`config.mk`:
```
export PLATFORM = sky130hd
export DESIGN_NAME = sqrt_iter
export DESIGN_NICKNAME = d
export VERILOG_FILES = /design/src/rtl/sqrt_iter.sv
export SDC_FILE = /design/constraint.sdc
export NUM_CORES = 1
export LEC_CHECK = 0
export ABC_AREA = 1
export BUFFER_PORTS_ARGS = -buffer_cell sky130_fd_sc_hd__buf_2
export CAP_MARGIN = 20
export CORE_ASPECT_RATIO = 1.1
export CORE_UTILIZATION = 35
export CTS_CLUSTER_SIZE = 28
export DETAILED_ROUTE_END_ITERATION = 7
export SLEW_MARGIN = 15
export SYNTH_ARGS = -nofsm -noshare
export SYNTH_HDL_FRONTEND = slang
export SYNTH_SLANG_ARGS = --single-unit
```
`constraint.sdc`:
```
create_clock -name clk_i -period 3.6 [get_ports clk_i]
set_input_delay 0.72 -clock clk_i [delete_from_list [all_inputs] [get_ports clk_i]]
set_output_delay 0.72 -clock clk_i [all_outputs]
set_load 0.005 [all_outputs]
```
`src/rtl/sqrt_iter.sv`:
```
// Iterative unsigned square root: restoring digit-by-digit, one root bit per clock,
// fixed-point result with FRAC_W fraction bits, optional round-half-up on a guard bit.
module sqrt_iter #(
  parameter int  IN_W   = 16,
  parameter int  FRAC_W = 4,
  localparam int OUT_W  = IN_W/2 + FRAC_W
) (
  input  logic             clk_i,
  input  logic             rst_i,
  input  logic             in_valid_i,
  input  logic [IN_W-1:0]  in_i,
  input  logic             rnd_i,
  output logic             in_ready_o,
  output logic             out_valid_o,
  input  logic             out_ready_i,
  output logic [OUT_W-1:0] out_o,
  output logic             exact_o,
  output logic             sat_o
);

  localparam int N     = OUT_W + 1;
  localparam int RAD_W = 2*N;
  localparam int REM_W = 2*N + 2;
  localparam int CNT_W = $clog2(N);

  typedef enum logic [1:0] {IDLE, CALC, DONE} state_t;

  state_t             state_q, state_d;
  logic [RAD_W-1:0]   rad_q, rad_d;
  logic [REM_W-1:0]   rem_q, rem_d;
  logic [N-1:0]       root_q, root_d;
  logic [CNT_W-1:0]   cnt_q, cnt_d;
  logic               rnd_q, rnd_d;
  logic [OUT_W-1:0]   out_q, out_d;
  logic               exact_q, exact_d;
  logic               sat_q, sat_d;

  logic [REM_W-1:0]   rem_sh, trial, rem_nx;
  logic [N-1:0]       root_nx;
  logic               ge;
  logic [OUT_W:0]     sum;
  logic               accept;

  assign accept      = (state_q == IDLE) && in_valid_i;
  assign in_ready_o  = (state_q == IDLE);
  assign out_valid_o = (state_q == DONE);
  assign out_o       = out_q;
  assign exact_o     = exact_q;
  assign sat_o       = sat_q;

  // One restoring step: bring down two radicand bits, try (root<<2)|1.
  always_comb begin
    rem_sh  = (rem_q << 2) | REM_W'(rad_q[RAD_W-1 -: 2]);
    trial   = {{(REM_W-N-2){1'b0}}, root_q, 2'b01};
    ge      = (rem_sh >= trial);
    rem_nx  = ge ? (rem_sh - trial) : rem_sh;
    root_nx = {root_q[N-2:0], ge};
    sum     = {1'b0, root_nx[N-1:1]} + (OUT_W+1)'(rnd_q & root_nx[0]);
  end

  always_comb begin
    state_d = state_q;
    case (state_q)
      IDLE:    if (in_valid_i)     state_d = CALC;
      CALC:    if (cnt_q == '0)    state_d = DONE;
      DONE:    if (out_ready_i)    state_d = IDLE;
      default:                     state_d = IDLE;
    endcase
  end

  always_comb begin
    rad_d   = rad_q;
    rem_d   = rem_q;
    root_d  = root_q;
    cnt_d   = cnt_q;
    rnd_d   = rnd_q;
    out_d   = out_q;
    exact_d = exact_q;
    sat_d   = sat_q;
    if (accept) begin
      rad_d  = RAD_W'(in_i) << (2*FRAC_W + 2);
      rem_d  = '0;
      root_d = '0;
      cnt_d  = CNT_W'(N-1);
      rnd_d  = rnd_i;
    end else if (state_q == CALC) begin
      rad_d  = {rad_q[RAD_W-3:0], 2'b00};
      rem_d  = rem_nx;
      root_d = root_nx;
      cnt_d  = cnt_q - 1'b1;
      if (cnt_q == '0) begin
        // sum carries out only when q is all ones and the guard rounds it up
        sat_d   = sum[OUT_W];
        out_d   = sum[OUT_W] ? '1 : sum[OUT_W-1:0];
        exact_d = (rem_nx == '0) && !root_nx[0];
      end
    end
  end

  always_ff @(posedge clk_i) begin
    if (rst_i) begin
      state_q <= IDLE;
      out_q   <= '0;
      exact_q <= 1'b0;
      sat_q   <= 1'b0;
    end else begin
      state_q <= state_d;
      out_q   <= out_d;
      exact_q <= exact_d;
      sat_q   <= sat_d;
    end
  end

  // Datapath is fully reloaded on every accept, so it carries no reset.
  always_ff @(posedge clk_i) begin
    rad_q  <= rad_d;
    rem_q  <= rem_d;
    root_q <= root_d;
    cnt_q  <= cnt_d;
    rnd_q  <= rnd_d;
  end

endmodule
```
==> summary.md, run 1 <==
| Metric | Value |
|---|---|
| Slew headroom | between 40% and 50% |
| Final Skew | 9.54 ps |
| Yosys warns | 0 |
| Worst Setup Start Kind | register |
| Layout cells sized above 1 | 11.4% |
| Starting Density | roughly 36% |
| Congestion Overflow GR | 0 |
| Synth Area in Compound Gates | between 10% and 20% |
| First DRT Iteration DRCs | around 190 |
| Synth Area in Adders | slightly above 5% |
| Util after Layout | 42.1% |
| Clk root buf | clkbuf_16 |
| Fmax | 303 MHz |
| Slew Limit Fails | 0 |
| WL per Instance | around 13 µm |
| Syn Area/Cell | 7.05 µm² |
| Layout area overhead | 15.4% |
| Seq/Total Area, Yosys | between 30 and 40% |
| Final min period | 3300 ps |
| I/O Buffers | 36 |
| Worst skew pair latency | roughly 350 ps |
| Diode count | 0 |
| Setup CP Type | register to register |
| Via-per-instance ratio | between 4 and 5 |
| FF+latch count, synth | 76 |
| Levels on crit path | 20 |
| Worst hold slack | approximately 460 ps |
| HPWL Detailed | 8340 µm |
| CTS sink count | 76 |
| Post-layout worst setup margin | 296 ps |
| Largest delay contributor family on the critical path | simple AND/OR/NAND/NOR gates |
| Vias in the first global route | about 4000 |
| Type of the worst min-delay path | register to register |
| CP Max Fanout | 5 |
| CP bufs+invs | 3 |
| Worst Path Required | around 3800 ps |
| Max-cap violations | 0 |
| Outcome | complete, no violations |
| Static leakage | between 0.002 and 0.003 µW |
| Crit path arrival time | roughly 3500 ps |
| ANT nets after route | 0 |
| TNS Setup | 0 ps |
| Post-synth EDFFs | 17 |
| DR pass1 iterations | 4 |
| Pwr dens | around 910 mW/mm² |
| Final setup viols | 0 |
| Clk slew on worst S/H paths | 60 ps |
| Filler Cells Inserted | ~1300 |
| Largest net degree at the start of global routing | between 40 and 50 |
| Final Hold Fails | 0 |
| Crit end category | register |
| First-pass GRT wire length | about 19000 µm |
| H-Tree Depth | 3 |
| Cell variety after synth | 37 |
| Mapped Nets | about 670 |
| Slew @ Worst Pin | about 800 ps |
| Chip height | around 120 µm |
| Post-synthesis mux area share | 0% |
| Number of placement rows | 42 |
| Initial antenna violation count | 0 |
| Worst Reg-to-Reg Cells | 20 |
| CORE AREA | around 0.012 mm² |
| CP peak stage delay | roughly 410 ps |
| Cell Chain, Critical Path | inv_1 > ha_4 > nand2_1 > inv_1 > nand2_1 > nor2_1 > nand2_1 > nand3_1 > nand2_1 > nand2_4 > inv_1 > nor2_1 > ha_1 > nand3_1 > nor2_1 > nand3_1 > nor3_1 > nand3_1 > a21oi_1 > a21oi_1 |
| WL final | 11200 µm |
| CTS tree | done |
| DRC viols | 0 |
| Largest buffer count on any clock path | 2 |
| Via count | 4129 |
| Peak VDD IR | between 300 and 400 µV |
| Simple logic cell fraction of the synthesized area | 29.3% |
| Final period utilization | about 92% |
| # nets final | 711 |
| Slowest stage cell on the critical path | dfxtp_1 |
| Main combinational cell family by area after synthesis | simple AND/OR/NAND/NOR gates |
| Primary FF master, synth | dfxtp_1 |
| Die X | approximately 110 µm |
| GRT Util Overall | a little under a fifth |
| Hold depth | 1 |
| Die area | 0.0132 mm² |
| Synth Area in XOR/XNOR | just under 5% |
| Async set-reset flop share out of synthesis | 0% |
| GPL Wtd Cong | between 0.9 and 1 |
| IO Count | 37 |
| Dpl ws | between 150 and 200 ps |
| Total CTS buffers | 9 |
| Post-synthesis cell count | about 630 |
| Mapped cell area | approximately 0.0045 mm² |
where the power goes:
group,leakage (µW),internal [µW],switching (µW)
Combinational,0.00171,899,1640
Sequential,0.000653,1050,136
Clock,0.000154,581,367
Total,0.00252,2530,2140
cells by family (layout without fill, tap and decap cells):
family | after synthesis | count (layout)
AO/OA/AOI/OAI | 94 | 94
buffers and inverters | 113 | 157
flip-flops | 76 | 76
adder cells (fa/ha/maj) | 18 | 18
XOR/XNOR | 25 | 25
AND/OR/NAND/NOR | 307 | 307
cell usage after synthesis, types with 2 or more instances:
library cell | instances | area (µm²)
nand2_1 | 184 | 691
inv_1 | 91 | 342
dfxtp_1 | 59 | 1180
nor2_1 | 52 | 195
nand3_1 | 46 | 230
a21oi_1 | 24 | 120
o21ai_0 | 24 | 120
xor2_1 | 22 | 193
o22ai_1 | 20 | 125
ha_1 | 18 | 225
edfxtp_1 | 17 | 510
clkbuf_1 | 12 | 45.0
a22o_1 | 8 | 70.1
nand4_1 | 8 | 50.1
nor3_1 | 6 | 30.0
o221ai_1 | 5 | 43.8
inv_2 | 4 | 15.0
a31oi_1 | 3 | 18.8
o21ai_1 | 3 | 15.0
xnor2_1 | 3 | 26.3
a21oi_2 | 2 | 17.5
a32o_1 | 2 | 20.0
buf_2 | 2 | 10.0
buf_6 | 2 | 22.5
nand3b_1 | 2 | 15.0
nor2_2 | 2 | 12.5
nor2_4 | 2 | 22.5
final cells by class:
| class | instances | area, µm² | share of cell area (%) |
|---|---|---|---|
| clock buffers | 12 | 256 | 4.98 |
| flip-flops and latches | 76 | 1690 | 32.8 |
| inverters | 96 | 360 | 6.99 |
| well taps | 154 | 193 | 3.74 |
| repair buffers | 45 | 248 | 4.81 |
| multi-input cells | 444 | 2350 | 45.6 |
| clock inverters | 4 | 56.3 | 1.09 |
final timing paths:
check | slack [ps] | start | end
worst max-delay path | 300 | root_q[9]$_SDFFE_PP0P_ | out_o[11]$_SDFFE_PP0P_
worst min-delay path | 460 | cnt_q[0]$_SDFFE_PP0P_ | cnt_q[0]$_SDFFE_PP0P_
worst max register to register | 300 | root_q[9]$_SDFFE_PP0P_ | out_o[11]$_SDFFE_PP0P_
worst min register to register | 460 | cnt_q[0]$_SDFFE_PP0P_ | cnt_q[0]$_SDFFE_PP0P_
layout by cell type (no fill, tap or decap), types with 2 or more instances in the layout:
cell type	instances
a21oi_1	24
a21oi_2	2
a22o_1	8
a31oi_1	3
a32o_1	2
buf_2	36
buf_4	9
clkbuf_16	9
clkbuf_8	2
dfxtp_1	59
edfxtp_1	17
ha_1	17
inv_1	91
inv_2	4
inv_6	2
nand2_1	183
nand2_2	2
nand3_1	46
nand3b_1	2
nand4_1	8
nor2_1	52
nor2_2	2
nor2_4	2
nor3_1	5
o21ai_0	24
o21ai_1	3
o221ai_1	5
o22ai_1	20
xnor2_1	3
xor2_1	22
repair_timing:
action	4_1_cts	5_1_grt
setup endpoints to repair	0	13
hold endpoints to repair	0	0
setup buffers	0	0
gates resized for setup	0	3
hold buffers	0	0
per-layer routing:
metal | GRT usage (%) | up-vias | part of all wire (%)
met3 | 3.29 | 22 | 3.0
met1 | 21.4 | 1896 | 44
li1 | - | 2130 | -
met2 | 31.6 | 81 | 50
met5 | 0 | - | 0
met4 | 8.75 | 0 | 2.8
state kept, by name (all words and copies together), names as in the netlist:
signal   count
cnt_q        4
exact_o      1
out_o       12
rad_q       16
rem_q       26
rnd_q        1
root_q      13
sat_o        1
state_q      2
stage by stage:
step | total power (µW) | instances | area (µm²)
2_1_floorplan | 3160 | 633 | 4460
3_3_place_gp | 3680 | 815 | 4820
3_5_place_dp | 3700 | 815 | 4820
4_1_cts | 4660 | 831 | 5130
5_1_grt | 5100 | 831 | 5150
6_report | 4670 | 831 | 5150
Power figures use the tool's default switching activity.
==> inputs of run 2 (changes only) <==
PLACE_DENSITY = 0.62   (was default)
==> summary.md, run 2 (synthesized netlist as in run 1, its figures left out) <==
| Metric | Value |
|---|---|
| RSZ-0062 raised after global routing | no |
| DR pass1 iterations | 4 (unchanged) |
| M3 GR Usage | 3.07% (-0.22 points) |
| TNS Setup | 0 ps (unchanged) |
| WL per Instance | 13.3 µm (-0.76%) |
| Gr busiest metal | met2 |
| Clk slew on worst S/H paths | 60 ps (about the same) |
| Crit path arrival time | 3460 ps (-70 ps) |
| First DRT Iteration DRCs | 274 (+47%) |
| Commonest non-fill, non-tap cell in the layout | nand2_1 |
| Final min period | 3190 ps (-115 ps) |
| Worst skew pair latency | 340 ps (about the same) |
| Final Skew | 5.76 ps (-3.79 ps) |
| Top reg by flops | rem_q |
| Final std cells w/o fill | 831 (unchanged) |
| Cts repair resizes | 0 (unchanged) |
| Met2 Use GR | 31.2% (-0.47 points) |
| Static leakage | 0.00249 µW (-1.1%) |
| Peak VDD IR | 405 µV (+7.1%) |
| CORE AREA | 0.0122 mm² (unchanged) |
| Filler Cells Inserted | 1252 (-0.24%) |
| Layout area overhead | 14.6% |
| Initial antenna violation count | 0 (unchanged) |
| # nets final | 711 (unchanged) |
| H-Tree Depth | 3 (unchanged) |
| Congestion Overflow GR | 0 (unchanged) |
| Most frequent cells in the layout | nand2_1 (183), inv_1 (91), dfxtp_1 (59) |
| Worst Setup Start Kind | register |
| WL final | 11100 µm (-0.76%) |
| Final setup viols | 0 (unchanged) |
| Outcome | complete, no violations |
| Max reg flops | 26 (unchanged) |
| I/O Buffers | 36 (unchanged) |
| Clk root buf | clkbuf_16 |
| Post-CTS Setup Bufs | 0 (unchanged) |
| ANT nets after route | 0 (unchanged) |
| Total CTS buffers | 9 (unchanged) |
| Vias in the first global route | 3998 (-0.25%) |
| Slew headroom | 47.0% (+0.18 points) |
| Met1 track utilization from global routing | 21.4% (about the same) |
| Max-cap violations | 0 (unchanged) |
| DRC viols | 0 (unchanged) |
| Hold-fix buffers at CTS | 0 (unchanged) |
| GPL Wtd Cong | 0.942 (-2.0%) |
| First-pass GRT wire length | 18400 µm (-0.96%) |
| Final period utilization | 88.6% (-3.2 points) |
| Largest buffer count on any clock path | 2 (unchanged) |
| CTS tree | done |
| Starting Density | 36.5% (unchanged) |
| Via count | 4102 (-0.65%) |
| Die X | 110 µm (unchanged) |
| CTS sink count | 76 (unchanged) |
| HPWL Detailed | 8230 µm (-1.3%) |
| GRT Util Overall | 18.1% (-0.19 points) |
| Slew Limit Fails | 0 (unchanged) |
| Dpl cells | 815 (unchanged) |
| Via-per-instance ratio | 4.94 (-0.65%) |
| IO Count | 37 (unchanged) |
| Setup CP Type | register to register |
| Worst Path Required | 3870 ps (+40 ps) |
| Diode count | 0 (unchanged) |
| Chip height | 120 µm (unchanged) |
| Pwr dens | 888 mW/mm² (-2.1%) |
| Regs by FF count | rem_q x26, rad_q x16, root_q x13 |
| Type of the worst min-delay path | register to register |
| Number of placement rows | 42 (unchanged) |
| Slew @ Worst Pin | 793 ps (-2.66 ps) |
| Fmax | 314 MHz (+3.6%) |
| CP Max Fanout | 9 (+4) |
| Die area | 0.0132 mm² (unchanged) |
| Layout cells sized above 1 | 11.4% (unchanged) |
| Largest net degree at the start of global routing | 42 (unchanged) |
| Final Hold Fails | 0 (unchanged) |
| Crit end category | register |
run 2: cell count changes in the layout (fill, tap and decap cells not counted):
cell	before	now
inv_6	2	1
nor3_2	1	2
clkinvlp_4	0	2
clkbuf_8	2	0
clkbuf_1	1	2
bufinv_16	1	0
clkinv_2	0	1
nor3_1	5	4
run 2: layer usage:
layer | routed length (µm) | vias up
li1 | - | 2136
met1 | 4950 | 1859
met2 | 5300 | 79
met3 | 407 | 28
met4 | 415 | 0
met5 | 0 | -
run 2: area by class of cell:
cell class | count | area [µm²] | area share, %
Multi-Input combinational cell | 444 | 2350 | 46.0
Sequential cell | 76 | 1690 | 33.1
Tap cell | 154 | 193 | 3.77
Clock inverter | 5 | 37.5 | 0.734
Inverter | 96 | 360 | 7.05
Timing Repair Buffer | 45 | 248 | 4.84
Clock buffer | 11 | 233 | 4.55
run 2: worst max-delay path, cell delays in order (launching register included):
cell and delay [ps]:
dfxtp_1 400, inv_1 150, ha_4 320, nand2_1 80, inv_1 80, nand2_1 90, nor2_2 130, nand2_1 80
inv_2 100, nor2_8 70, nand2_4 70, inv_1 50, nor2_1 80, ha_1 180, ha_1 200, nand2_1 90
nor3_2 240, nand3_1 120, inv_1 80, nand3_1 80, nand2_2 140, inv_1 120, a21oi_1 160
run 2: worst paths after layout:
check | start | to | slack [ps] | cells after the start
min reg2reg | cnt_q[0]$_SDFFE_PP0P_ | cnt_q[0]$_SDFFE_PP0P_ | 480 | 1
max | root_q[9]$_SDFFE_PP0P_ | out_o[9]$_SDFFE_PP0P_ | 410 | 22
min | cnt_q[0]$_SDFFE_PP0P_ | cnt_q[0]$_SDFFE_PP0P_ | 480 | 1
max reg2reg | root_q[9]$_SDFFE_PP0P_ | out_o[9]$_SDFFE_PP0P_ | 410 | 22
run 2: through the flow:
stage                     instance area [µm²]  utilization [%]  total power [µW]  hold WS (ps)  setup slack [ps]
after floorplan                          4460                -              3160           432               619
after global placement                   4820             39.4              3680           446               342
after detailed placement                 4820             39.4              3690           450               168
after CTS                                5090             41.6              4540           485               155
after global routing                     5110             41.8              4970           502              47.0
final                                    5110             41.8              4540           482               411
run 2: power breakdown:
| group | internal (µW) | total (µW) | switching, µW | leakage [µW] |
|---|---|---|---|---|
| registers | 1050 | 1190 | 135 | 0.000653 |
| clock network | 469 | 827 | 358 | 0.000126 |
| logic | 898 | 2530 | 1630 | 0.00171 |
==> inputs of run 3 (changes only) <==
ABC_AREA = default   (was 1)
PLACE_DENSITY = 0.63   (was 0.62)
==> summary.md, run 3 <==
| Metric | Value |
|---|---|
| Clk root buf | clkbuf_16 |
| Final period utilization | 95.6% (+7.0 points) |
| Crit end category | register |
| Regs by FF count | rem_q x26, rad_q x16, root_q x13 |
| Layout area overhead | 18.5% |
| Primary FF master, synth | dfxtp_1 |
| Switch Pwr | 1560 µW (-26%) |
| IO Count | 37 (unchanged) |
| Cell variety after synth | 48 (+30%) |
| Vias in the first global route | 3375 (-16%) |
| CP bufs+invs | 2 (-4) |
| Top reg by flops | rem_q |
| Starting Density | 36.1% (-0.32 points) |
| Post-DP Area | 0.00459 mm² (-4.7%) |
| CORE AREA | 0.0115 mm² (-6.2%) |
| Number of placement rows | 41 (-2.4%) |
| I/O Buffers | 36 (unchanged) |
| Syn Area/Cell | 8.19 µm² (+16%) |
| Filler Cells Inserted | 1173 (-6.3%) |
| Diode count | 0 (unchanged) |
| Pwr dens | 798 mW/mm² (-10%) |
| ANT nets after route | 0 (unchanged) |
| Switch share | 39.8% (-6.9 points) |
| Outcome | complete, no violations |
| Post-synthesis cell count | 507 (-20%) |
| Type of the worst min-delay path | register to register |
| RSZ-0062 raised after global routing | no |
| Top-count cell post-synth | nand2_1 |
| Die area | 0.0123 mm² (-6.9%) |
| DR pass1 iterations | 4 (unchanged) |
| Slowest stage cell on the critical path | or4_1 |
| Worst Setup Start Kind | register |
| Setup CP Type | register to register |
| Worst Path Required | 3850 ps (-20 ps) |
| Fmax | 291 MHz (-7.3%) |
| Die X | 106 µm (-3.5%) |
| Slew Limit Fails | 0 (unchanged) |
| Area leader, netlist | dfxtp_1 |
| Congestion Overflow GR | 0 (unchanged) |
| FF+latch count, synth | 76 (unchanged) |
| Peak VDD IR | 326 µV (-19%) |
| Final Skew | 6.04 ps (+0.279 ps) |
| Async set-reset flop share out of synthesis | 0% (unchanged) |
| Chip height | 116 µm (-3.5%) |
| WL per Instance | 14.2 µm (+6.2%) |
| HPWL Detailed | 7110 µm (-14%) |
| Clk slew on worst S/H paths | 60 ps (about the same) |
| Static leakage | 0.00196 µW (-21%) |
| Final min period | 3440 ps (+252 ps) |
| Post-synth EDFFs | 17 (unchanged) |
| Via count | 3619 (-12%) |
| DRC viols | 0 (unchanged) |
| Via-per-instance ratio | 5.20 (+5.3%) |
| Seq/Total Area, Yosys | 40.7% (+2.8 points) |
| First DRT Iteration DRCs | 187 (-32%) |
| Yosys warns | 0 (unchanged) |
| Worst skew pair latency | 330 ps (about the same) |
| Slew headroom | 47.0% (-0.066 points) |
| # nets final | 580 (-18%) |
| First-pass GRT wire length | 16200 µm (-12%) |
| Crit path arrival time | 3690 ps (+230 ps) |
| Final setup viols | 0 (unchanged) |
| Largest delay contributor family on the critical path | simple AND/OR/NAND/NOR gates |
| Mapped cell area | 0.00415 mm² (-7.0%) |
| Clock power share | 21.0% (+2.8 points) |
| Largest net degree at the start of global routing | 38 (-9.5%) |
| CP peak stage delay | 530 ps (+130 ps) |
| Cell Chain, Critical Path | inv_1 > ha_1 > nand4b_4 > or4_1 > and3_2 > o211ai_1 > and2_4 > ha_4 > ha_4 > and3_4 > and3_2 > nand2_1 > nor2_1 > nor2_1 > buf_4 > a211oi_1 |
| Mapped Nets | 546 (-19%) |
| GPL Wtd Cong | 0.883 (-6.3%) |
| Max-cap violations | 0 (unchanged) |
| Layout cells sized above 1 | 19.0% (+7.7 points) |
| Commonest non-fill, non-tap cell in the layout | nand2_1 |
| CP Max Fanout | 12 (+3) |
| Share of the synthesized area in the top cell type | 28.4% (+2.0 points) |
| Final Power | 3920 µW (-14%) |
| Total CTS buffers | 9 (unchanged) |
| GRT Util Overall | 16.7% (-1.3 points) |
| Top cells by count, synth | nand2_1 (83), dfxtp_1 (59), o21ai_0 (40) |
| Initial antenna violation count | 0 (unchanged) |
| WL final | 9850 µm (-11%) |
| Final Hold Fails | 0 (unchanged) |
| H-Tree Depth | 3 (unchanged) |
| Post-route cell area | 0.00492 mm² (-3.8%) |
| Slew @ Worst Pin | 789 ps (-4.59 ps) |
| Combinational power share | 47.2% (-8.4 points) |
| CTS tree | done |
| Most frequent cells in the layout | nand2_1 (83), dfxtp_1 (53), o21ai_0 (40) |
| Sequential Power Share | 31.8% (+5.6 points) |
| Largest cells by area after synthesis | dfxtp_1 (28%), edfxtp_1 (12%), nand2_1 (7.5%) |
| CTS sink count | 76 (unchanged) |
| Pint | 2360 µW (-2.5%) |
| Max reg flops | 26 (unchanged) |
| Largest buffer count on any clock path | 2 (unchanged) |
## run 3: path summary, 6_finish.rpt
path	to	slack (ps)	startpoint	cells after the start
setup / recovery	out_o[0]$_SDFFE_PP0P_	160	root_q[11]$_SDFFE_PP0P_	16
hold / removal	root_q[12]$_SDFFE_PP0P_	480	root_q[12]$_SDFFE_PP0P_	2
setup reg to reg	out_o[0]$_SDFFE_PP0P_	160	root_q[11]$_SDFFE_PP0P_	16
hold reg to reg	root_q[12]$_SDFFE_PP0P_	480	root_q[12]$_SDFFE_PP0P_	2
## run 3: timing repair
item                       4_1_cts  5_1_grt
resized for setup                0       15
setup buffers                    0        0
hold buffers                     0        0
setup endpoints to repair        0       12
## run 3: cell families (layout without fill, tap and decap cells)
logic type | after synthesis | in the layout | share of synthesized area [%]
flops | 76 | 76 | 40.7
fa+ha+maj | 18 | 18 | 5.42
simple gates | 211 | 211 | 24.5
mux | 1 | 1 | 0.241
buf+inv | 53 | 92 | 5.51
xor+xnor | 31 | 31 | 6.54
compound gates | 117 | 117 | 17.1
## run 3: worst register-to-register path: cells and delay by family, from the launching register on
kind / cells / cell delay (ps)
and+or+nand+nor: 9 / 1780
adders and majority gates: 3 / 600
AOI/OAI and AO/OA: 2 / 370
DFF: 1 / 360
buffers and inverters: 2 / 270
## run 3: metal layers
metal	up-vias	track usage, %	part of all wire, %
met4	0	7.41	1.7
met1	1678	21.0	47
met5	-	0	0
met3	11	2.96	3.4
li1	1852	-	-
met2	78	28.4	48
## run 3: power by group through the flow
stage	Clock (µW)	Combinational [µW]	Sequential [µW]
2_1_floorplan	0	1470	1190
3_3_place_gp	0	1760	1250
3_5_place_dp	0	1780	1250
4_1_cts	848	1800	1240
5_1_grt	884	2080	1280
6_report	825	1850	1250
## run 3: area by class of cell
cell class                 count  area [µm²]  share of cell area (%)
inverter                      23        86.3                    1.75
multi-input combinational    378        2370                    48.2
clock buffer                  10         229                    4.65
tap                          150         188                    3.81
sequential                    76        1700                    34.5
timing repair buffer          53         308                    6.26
clock inverter                 6        38.8                   0.788
## run 3: per-stage QoR
step	instances	utilization (%)	hold slack, ps	worst slack [ps]	setup TNS, ps
6_report	696	42.8	482	159	0
5_1_grt	696	42.8	512	16.5	0
4_1_cts	696	42.3	483	61.2	0
3_5_place_dp	680	40.0	467	76.0	0
3_3_place_gp	680	40.0	467	172	0
2_1_floorplan	507	-	444	-15.6	-140
